===== src/rtl/muldiv_pkg.sv =====
// Shared decode constants, FSM state type and iteration count for the
// EXE-stage multiply/divide unit.
package muldiv_pkg;

    localparam logic [5:0] OP_SPECIAL  = 6'b000000;

    localparam logic [5:0] FUNCT_MULT  = 6'b011000;
    localparam logic [5:0] FUNCT_MULTU = 6'b011001;
    localparam logic [5:0] FUNCT_DIV   = 6'b011010;
    localparam logic [5:0] FUNCT_DIVU  = 6'b011011;
    localparam logic [5:0] FUNCT_MFHI  = 6'b010000;
    localparam logic [5:0] FUNCT_MTHI  = 6'b010001;
    localparam logic [5:0] FUNCT_MFLO  = 6'b010010;
    localparam logic [5:0] FUNCT_MTLO  = 6'b010011;

    localparam int unsigned ITER_CNT = 32;

    typedef enum logic [1:0] {
        IDLE,
        CALC,
        FIX,
        DONE
    } state_t;

endpackage


===== src/rtl/muldiv_core.sv =====
// One iteration of the 64-bit accumulator: shift-add for multiply,
// restoring shift-subtract for divide. Purely combinational.
module muldiv_core #(
    parameter int unsigned DATA_W = 32
) (
    input  logic                  is_div,
    input  logic [2*DATA_W-1:0]   acc,
    input  logic [DATA_W-1:0]     operand,
    output logic [2*DATA_W-1:0]   acc_next
);

    logic [DATA_W:0] sum;
    logic [DATA_W:0] diff;

    // Multiply: acc = {partial product, remaining multiplier bits}.
    // Divide:   acc = {partial remainder, remaining dividend / quotient bits}.
    always_comb begin
        sum  = {1'b0, acc[2*DATA_W-1:DATA_W]} + {1'b0, operand};
        diff = acc[2*DATA_W-1:DATA_W-1] - {1'b0, operand};
        acc_next = acc;
        if (!is_div) begin
            if (acc[0])
                acc_next = {sum, acc[DATA_W-1:1]};
            else
                acc_next = {1'b0, acc[2*DATA_W-1:1]};
        end else begin
            if (!diff[DATA_W])
                acc_next = {diff[DATA_W-1:0], acc[DATA_W-2:0], 1'b1};
            else
                acc_next = {acc[2*DATA_W-2:0], 1'b0};
        end
    end

endmodule


===== src/rtl/exe_muldiv_unit.sv =====
// EXE-stage iterative multiply/divide unit owning the HI/LO registers.
// Stalls the pipeline for the duration of MULT/MULTU/DIV/DIVU.
module exe_muldiv_unit
    import muldiv_pkg::*;
#(
    parameter int unsigned      DATA_W    = 32,
    parameter logic [31:0]      DIV0_QUOT = 32'hFFFFFFFF
) (
    input  logic                clk,
    input  logic                reset,
    input  logic                exe_valid,
    input  logic [31:0]         exe_instr_in,
    input  logic [DATA_W-1:0]   exe_rs_in,
    input  logic [DATA_W-1:0]   exe_rt_in,
    input  logic                flush,
    output logic                stall_req,
    output logic [DATA_W-1:0]   exe_hi,
    output logic [DATA_W-1:0]   exe_lo,
    output logic [DATA_W-1:0]   exe_mf_result,
    output logic                hilo_done
);

    localparam int unsigned CNT_W = $clog2(ITER_CNT);

    state_t                 state;
    logic [CNT_W-1:0]       count;
    logic [2*DATA_W-1:0]    acc;
    logic [2*DATA_W-1:0]    acc_next;
    logic [DATA_W-1:0]      operand;
    logic                   sign_a;
    logic                   sign_b;
    logic                   is_div;
    logic                   div_zero;
    logic [DATA_W-1:0]      hi;
    logic [DATA_W-1:0]      lo;
    logic                   done;

    logic                   special;
    logic [5:0]             funct;
    logic                   is_muldiv;
    logic                   op_signed;
    logic                   op_div;
    logic                   is_mfhi;
    logic                   is_mflo;
    logic                   is_mthi;
    logic                   is_mtlo;
    logic                   start;
    logic [DATA_W-1:0]      rs_abs;
    logic [DATA_W-1:0]      rt_abs;
    logic [2*DATA_W-1:0]    prod_fix;
    logic [DATA_W-1:0]      fix_hi;
    logic [DATA_W-1:0]      fix_lo;
    logic                   unused_instr_bits;

    assign unused_instr_bits = ^exe_instr_in[25:6];

    always_comb begin
        special   = (exe_instr_in[31:26] == OP_SPECIAL);
        funct     = exe_instr_in[5:0];
        is_muldiv = special && (funct == FUNCT_MULT || funct == FUNCT_MULTU ||
                                funct == FUNCT_DIV  || funct == FUNCT_DIVU);
        op_signed = (funct == FUNCT_MULT) || (funct == FUNCT_DIV);
        op_div    = (funct == FUNCT_DIV)  || (funct == FUNCT_DIVU);
        is_mfhi   = special && (funct == FUNCT_MFHI);
        is_mflo   = special && (funct == FUNCT_MFLO);
        is_mthi   = special && (funct == FUNCT_MTHI);
        is_mtlo   = special && (funct == FUNCT_MTLO);
        start     = exe_valid && is_muldiv && (state == IDLE) && !flush;
        rs_abs    = (op_signed && exe_rs_in[DATA_W-1]) ? -exe_rs_in : exe_rs_in;
        rt_abs    = (op_signed && exe_rt_in[DATA_W-1]) ? -exe_rt_in : exe_rt_in;
    end

    muldiv_core #(
        .DATA_W (DATA_W)
    ) u_core (
        .is_div   (is_div),
        .acc      (acc),
        .operand  (operand),
        .acc_next (acc_next)
    );

    // Divide-by-zero leaves |rs| in the remainder, so the dividend sign fix
    // restores the original rs in HI; only LO needs overriding.
    always_comb begin
        prod_fix = (sign_a ^ sign_b) ? -acc : acc;
        if (is_div) begin
            fix_hi = sign_a ? -acc[2*DATA_W-1:DATA_W] : acc[2*DATA_W-1:DATA_W];
            if (div_zero)
                fix_lo = DIV0_QUOT;
            else
                fix_lo = (sign_a ^ sign_b) ? -acc[DATA_W-1:0] : acc[DATA_W-1:0];
        end else begin
            fix_hi = prod_fix[2*DATA_W-1:DATA_W];
            fix_lo = prod_fix[DATA_W-1:0];
        end
    end

    always_comb begin
        case (state)
            IDLE:      stall_req = start;
            CALC, FIX: stall_req = !flush;
            default:   stall_req = 1'b0;
        endcase
    end

    always_ff @(posedge clk or negedge reset) begin
        if (!reset) begin
            state    <= IDLE;
            count    <= '0;
            acc      <= '0;
            operand  <= '0;
            sign_a   <= 1'b0;
            sign_b   <= 1'b0;
            is_div   <= 1'b0;
            div_zero <= 1'b0;
            hi       <= '0;
            lo       <= '0;
            done     <= 1'b0;
        end else if (flush) begin
            state <= IDLE;
            count <= '0;
            done  <= 1'b0;
        end else begin
            case (state)
                IDLE: begin
                    done <= 1'b0;
                    if (start) begin
                        sign_a   <= op_signed && exe_rs_in[DATA_W-1];
                        sign_b   <= op_signed && exe_rt_in[DATA_W-1];
                        is_div   <= op_div;
                        div_zero <= (exe_rt_in == '0);
                        acc      <= op_div ? {{DATA_W{1'b0}}, rs_abs} : {{DATA_W{1'b0}}, rt_abs};
                        operand  <= op_div ? rt_abs : rs_abs;
                        count    <= '0;
                        state    <= CALC;
                    end else if (exe_valid && is_mthi) begin
                        hi <= exe_rs_in;
                    end else if (exe_valid && is_mtlo) begin
                        lo <= exe_rs_in;
                    end
                end
                CALC: begin
                    acc <= acc_next;
                    if (count == CNT_W'(ITER_CNT - 1)) begin
                        count <= '0;
                        state <= FIX;
                    end else begin
                        count <= count + 1'b1;
                    end
                end
                FIX: begin
                    hi    <= fix_hi;
                    lo    <= fix_lo;
                    done  <= 1'b1;
                    state <= DONE;
                end
                DONE: begin
                    done  <= 1'b0;
                    state <= IDLE;
                end
                default: state <= IDLE;
            endcase
        end
    end

    always_comb begin
        exe_mf_result = '0;
        if (is_mfhi)
            exe_mf_result = hi;
        else if (is_mflo)
            exe_mf_result = lo;
    end

    assign exe_hi    = hi;
    assign exe_lo    = lo;
    assign hilo_done = done;

endmodule


===== config.mk =====
export PLATFORM = sky130hd
export DESIGN_NAME = exe_muldiv_unit
export DESIGN_NICKNAME = d
export VERILOG_FILES = /design/src/rtl/muldiv_pkg.sv /design/src/rtl/muldiv_core.sv /design/src/rtl/exe_muldiv_unit.sv
export SDC_FILE = /design/constraint.sdc
export NUM_CORES = 1
export LEC_CHECK = 0
export BUFFER_PORTS_ARGS = -buffer_cell sky130_fd_sc_hd__buf_2
export CORE_MARGIN = 2
export CORE_UTILIZATION = 60
export DETAILED_ROUTE_END_ITERATION = 10
export GPL_ROUTABILITY_DRIVEN = 0
export PLACE_DENSITY = 0.82
export SLEW_MARGIN = 10
export SYNTH_ARGS = -nofsm -noshare
export SYNTH_HDL_FRONTEND = slang
export SYNTH_HIERARCHICAL = 1
export SYNTH_SLANG_ARGS = --single-unit
export TNS_END_PERCENT = 5

===== constraint.sdc =====
create_clock -name clk -period 8.7 [get_ports clk]
set_clock_uncertainty 0.05 [all_clocks]
set_input_delay 0 -clock clk [delete_from_list [all_inputs] [get_ports clk]]
set_output_delay 0 -clock clk [all_outputs]
set_load 0.02 [all_outputs]

==> flow_summary.toml <==
[global_route]
antenna_found_initial = 0
grt_pass1_vias = 16900
track_usage_pct = 40.0
grt-ovfl-total = 0
grt_pass1_wl_mm = 91.3
grt_start_max_net_pins = 101

[sta]
post-route-period-util_pct = 57.1
fmax_ghz = 0.201
slew_headroom_pct = 16.1
min_period_ns = 4.97
finalSetupViolCount = 0
whs_ns = -0.000177
worst_pin_slew_ns = 1.26
setup_tns_ns = 0
rsz0062_at_grt = "false"
hold_violations = 1
slew_violations = 0

[layout]
fin_nets = 2434
design_area_sq_mm = 0.0187
drive_gt1_share_pct = 13.3
syn2layout_area_growth_pct = 12.5
n_antenna_cell = 0

[power_and_ir_drop]
p_seq_share_pct = 40.5
ir_drop_v = 0.000116
switching_power_w = 0.000884
power_frac_clock_pct = 33.4
p_int_w = 0.00150
powerDensity_mw_per_mm2 = 128
p_leak_nw = 8.70
switching_share_pct = 37.0
p_comb_share_pct = 26.0

[placed_design]
dpl.hpwl_mm = 43.0
io_buffers = 177
postPlaceCellArea_sq_mm = 0.0175

[floorplanning]
die_h_microns = 170
num_rows = 60
die_w_microns = 170
core_sq_mm = 0.0270
die_area_sq_mm = 0.0290
ioPinCount = 198
initial_utilization_pct = 61.4

[logic_synthesis]
synthesis.area_sq_mm = 0.0166
yosysWarningCount = 6
async_flop_share_pct = 100
synth.net_count = 2305
synth.ff_latch_count = 172
synthDistinctLibCells = 88
synth_edf_count = 0
syn_inst = 2128
syn_area_per_cell_sq_um = 7.80
ys_seq_area_share_pct = 25.9
synth-main-ff-cell = "dfrtp_1"

[setup_path]
cp-start-kind = "register"
rr_worst_depth = 15
crit_required_ns = 8.95
cp.arrival_ns = 5.22
path_class = "register to register"
crit_fanout = 25
end_kind = "register"

[clocking]
cts-resized-gates = 0
holdBufCountCts = 52
postCtsSetupBuffers = 0
root_buffer = "clkbuf_16"
clock_latency_ns = 0.46
cts_tree = "done"
htreeDepth = 4
clk_pin_slew_ns = 0.08
ctsLongestPathBuffers = 2
numCtsBuffers = 17
clock-sinks = 172

[routing]
ant_nets = 0
post_drt_wl_per_cell_microns = 22.8
vias = 18200
routed_wl_mm = 59.4
drt-initial-drc-count = 2693
routed_via_density = 6.99
first_pass_iters = 7
drc_errors = 0

[run_status]
status = "finished, violations left"
failed_checks = "negative hold slack"

[worst_hold_path]
hold_path_depth = 5
holdCritPathClass = "input pin to register"

[job]
cap_violations = 0
worst max-delay path: stages (launching register included):
cell,delay (ns)
dfrtp_1,0.64
inv_1,0.16
ha_1,0.26
fa_1,0.40
nand2b_1,0.17
a21oi_1,0.24
o2111ai_1,0.32
a21oi_1,0.35
o2111ai_1,0.18
and3_1,0.23
nor3_4,0.49
buf_4,0.47
nor2_1,0.27
a21o_1,0.29
a21oi_1,0.17
o21ai_0,0.09
power groups by stage:
stage / clock (W) / sequential, W / combinational [W]
detailed placement: 0 / 0.000978 / 0.000580
global route: 0.000818 / 0.000976 / 0.000666
finish: 0.000797 / 0.000968 / 0.000622
global placement: 0 / 0.000973 / 0.000565
CTS: 0.000783 / 0.000962 / 0.000602
floorplan: 0 / 0.00104 / 0.000296
per-layer routing:
layer	routed length [microns]	GRT usage (%)	up-vias
met5	0	0	-
li1	-	-	8095
met2	24700	59.5	1383
met1	22800	52.8	8495
met4	4130	23.6	0
met3	7770	9.65	273
kinds of logic after synthesis:
| logic type | Yosys count | share of synthesized area, % |
|---|---|---|
| buffers and inverters | 205 | 4.76 |
| XOR/XNOR | 170 | 8.97 |
| flip-flops | 172 | 25.9 |
| adder cells (fa/ha/maj) | 77 | 5.90 |
| AND/OR/NAND/NOR | 719 | 21.1 |
| multiplexers | 118 | 7.40 |
| AO/OA/AOI/OAI | 667 | 25.9 |
state kept, by name, summed over array words and instances (netlist names):
| signal | cells |
|---|---|
| acc | 64 |
| exe_hi | 32 |
| exe_lo | 32 |
| operand | 32 |
| count | 5 |
| state | 2 |
| div_zero | 1 |
| hilo_done | 1 |
| is_div | 1 |
| sign_a | 1 |
| sign_b | 1 |
metrics by stage:
stage | hold slack (ns) | power, W | setup slack [ns] | cells | util [%]
2_1_floorplan | -0.346 | 0.00133 | 5.18 | 2128 | -
3_3_place_gp | 0.125 | 0.00154 | 4.10 | 2527 | 64.9
3_5_place_dp | 0.123 | 0.00156 | 4.04 | 2527 | 64.9
4_1_cts | 0.00849 | 0.00235 | 3.99 | 2611 | 69.1
5_1_grt | 0.0434 | 0.00246 | 3.69 | 2611 | 69.1
6_report | -0.000177 | 0.00239 | 3.73 | 2611 | 69.1
worst paths after layout:
path	slack, ns	startpoint	to
max in group asynchronous	6.84	reset	is_div
min in group asynchronous	0.17	reset	exe_hi[28]
worst min-delay path	-0.0002	exe_rt_in[5]	operand[5]
worst max-delay path	3.73	acc[31]	acc[0]
worst min register to register	0.46	exe_lo[14]	exe_lo[14]
worst max register to register	3.73	acc[31]	acc[0]
placed cells by master (no fill, tap or decap), types with 19 or more instances in the layout:
cell type      Yosys  routed
a21oi_1          170     170
o31ai_1           21      21
a211oi_1          42      42
a21o_1            34      34
dlygate4sd3_1      0      52
mux2i_1           81      81
o22ai_1           38      38
ha_1              75      74
buf_2              4     176
o21ai_0          168     168
or3_1             30      30
buf_4              2      19
a22o_1            33      33
inv_1             64      64
dfrtp_1          172     171
xnor2_1           89      88
nand3_1           44      44
nand2_1          212     210
nor2_1           197     197
xor2_1            81      81
nor3_1            45      45
and3_1            21      20
mux2_2            37      37
nor4_1            44      44
nor2b_1           25      25
a31oi_1           27      27
synth_stat cells (10+ instances only):
library cell,instances,area share [%]
nor2_1,197,4.5
a21o_1,34,1.5
xnor2_1,89,4.7
nand2b_1,11,0.41
o21ai_0,168,5.1
nand2_1,212,4.8
a31oi_1,27,1.0
nand3_1,44,1.3
clkbuf_1,119,2.7
a221oi_1,10,0.53
ha_1,75,5.7
a22o_1,33,1.7
dfrtp_1,172,26
inv_1,64,1.4
buf_1,12,0.27
nand4_1,17,0.64
o211ai_1,10,0.45
nor2b_1,25,0.94
o22ai_1,38,1.4
a211oi_1,42,1.9
mux2i_1,81,4.9
nor4_1,44,1.7
and2_1,14,0.53
or3_1,30,1.1
o31ai_1,21,0.95
o21a_1,13,0.59
and3_1,21,0.79
a21oi_1,170,5.1
o41ai_1,12,0.63
xor2_1,81,4.3
or4_1,12,0.54
nor3_1,45,1.4
mux2_2,37,2.5
area by class of cell:
cell class / instances / area [sq um]
Timing Repair Buffer: 248 / 1560
Clock inverter: 15 / 179
Multi-Input combinational cell: 1751 / 11500
Tap cell: 341 / 427
Clock buffer: 17 / 425
Fill cell: 2162 / 8350
Inverter: 67 / 251
Sequential cell: 172 / 4310
Note: power is estimated with default switching activity, not from simulation.
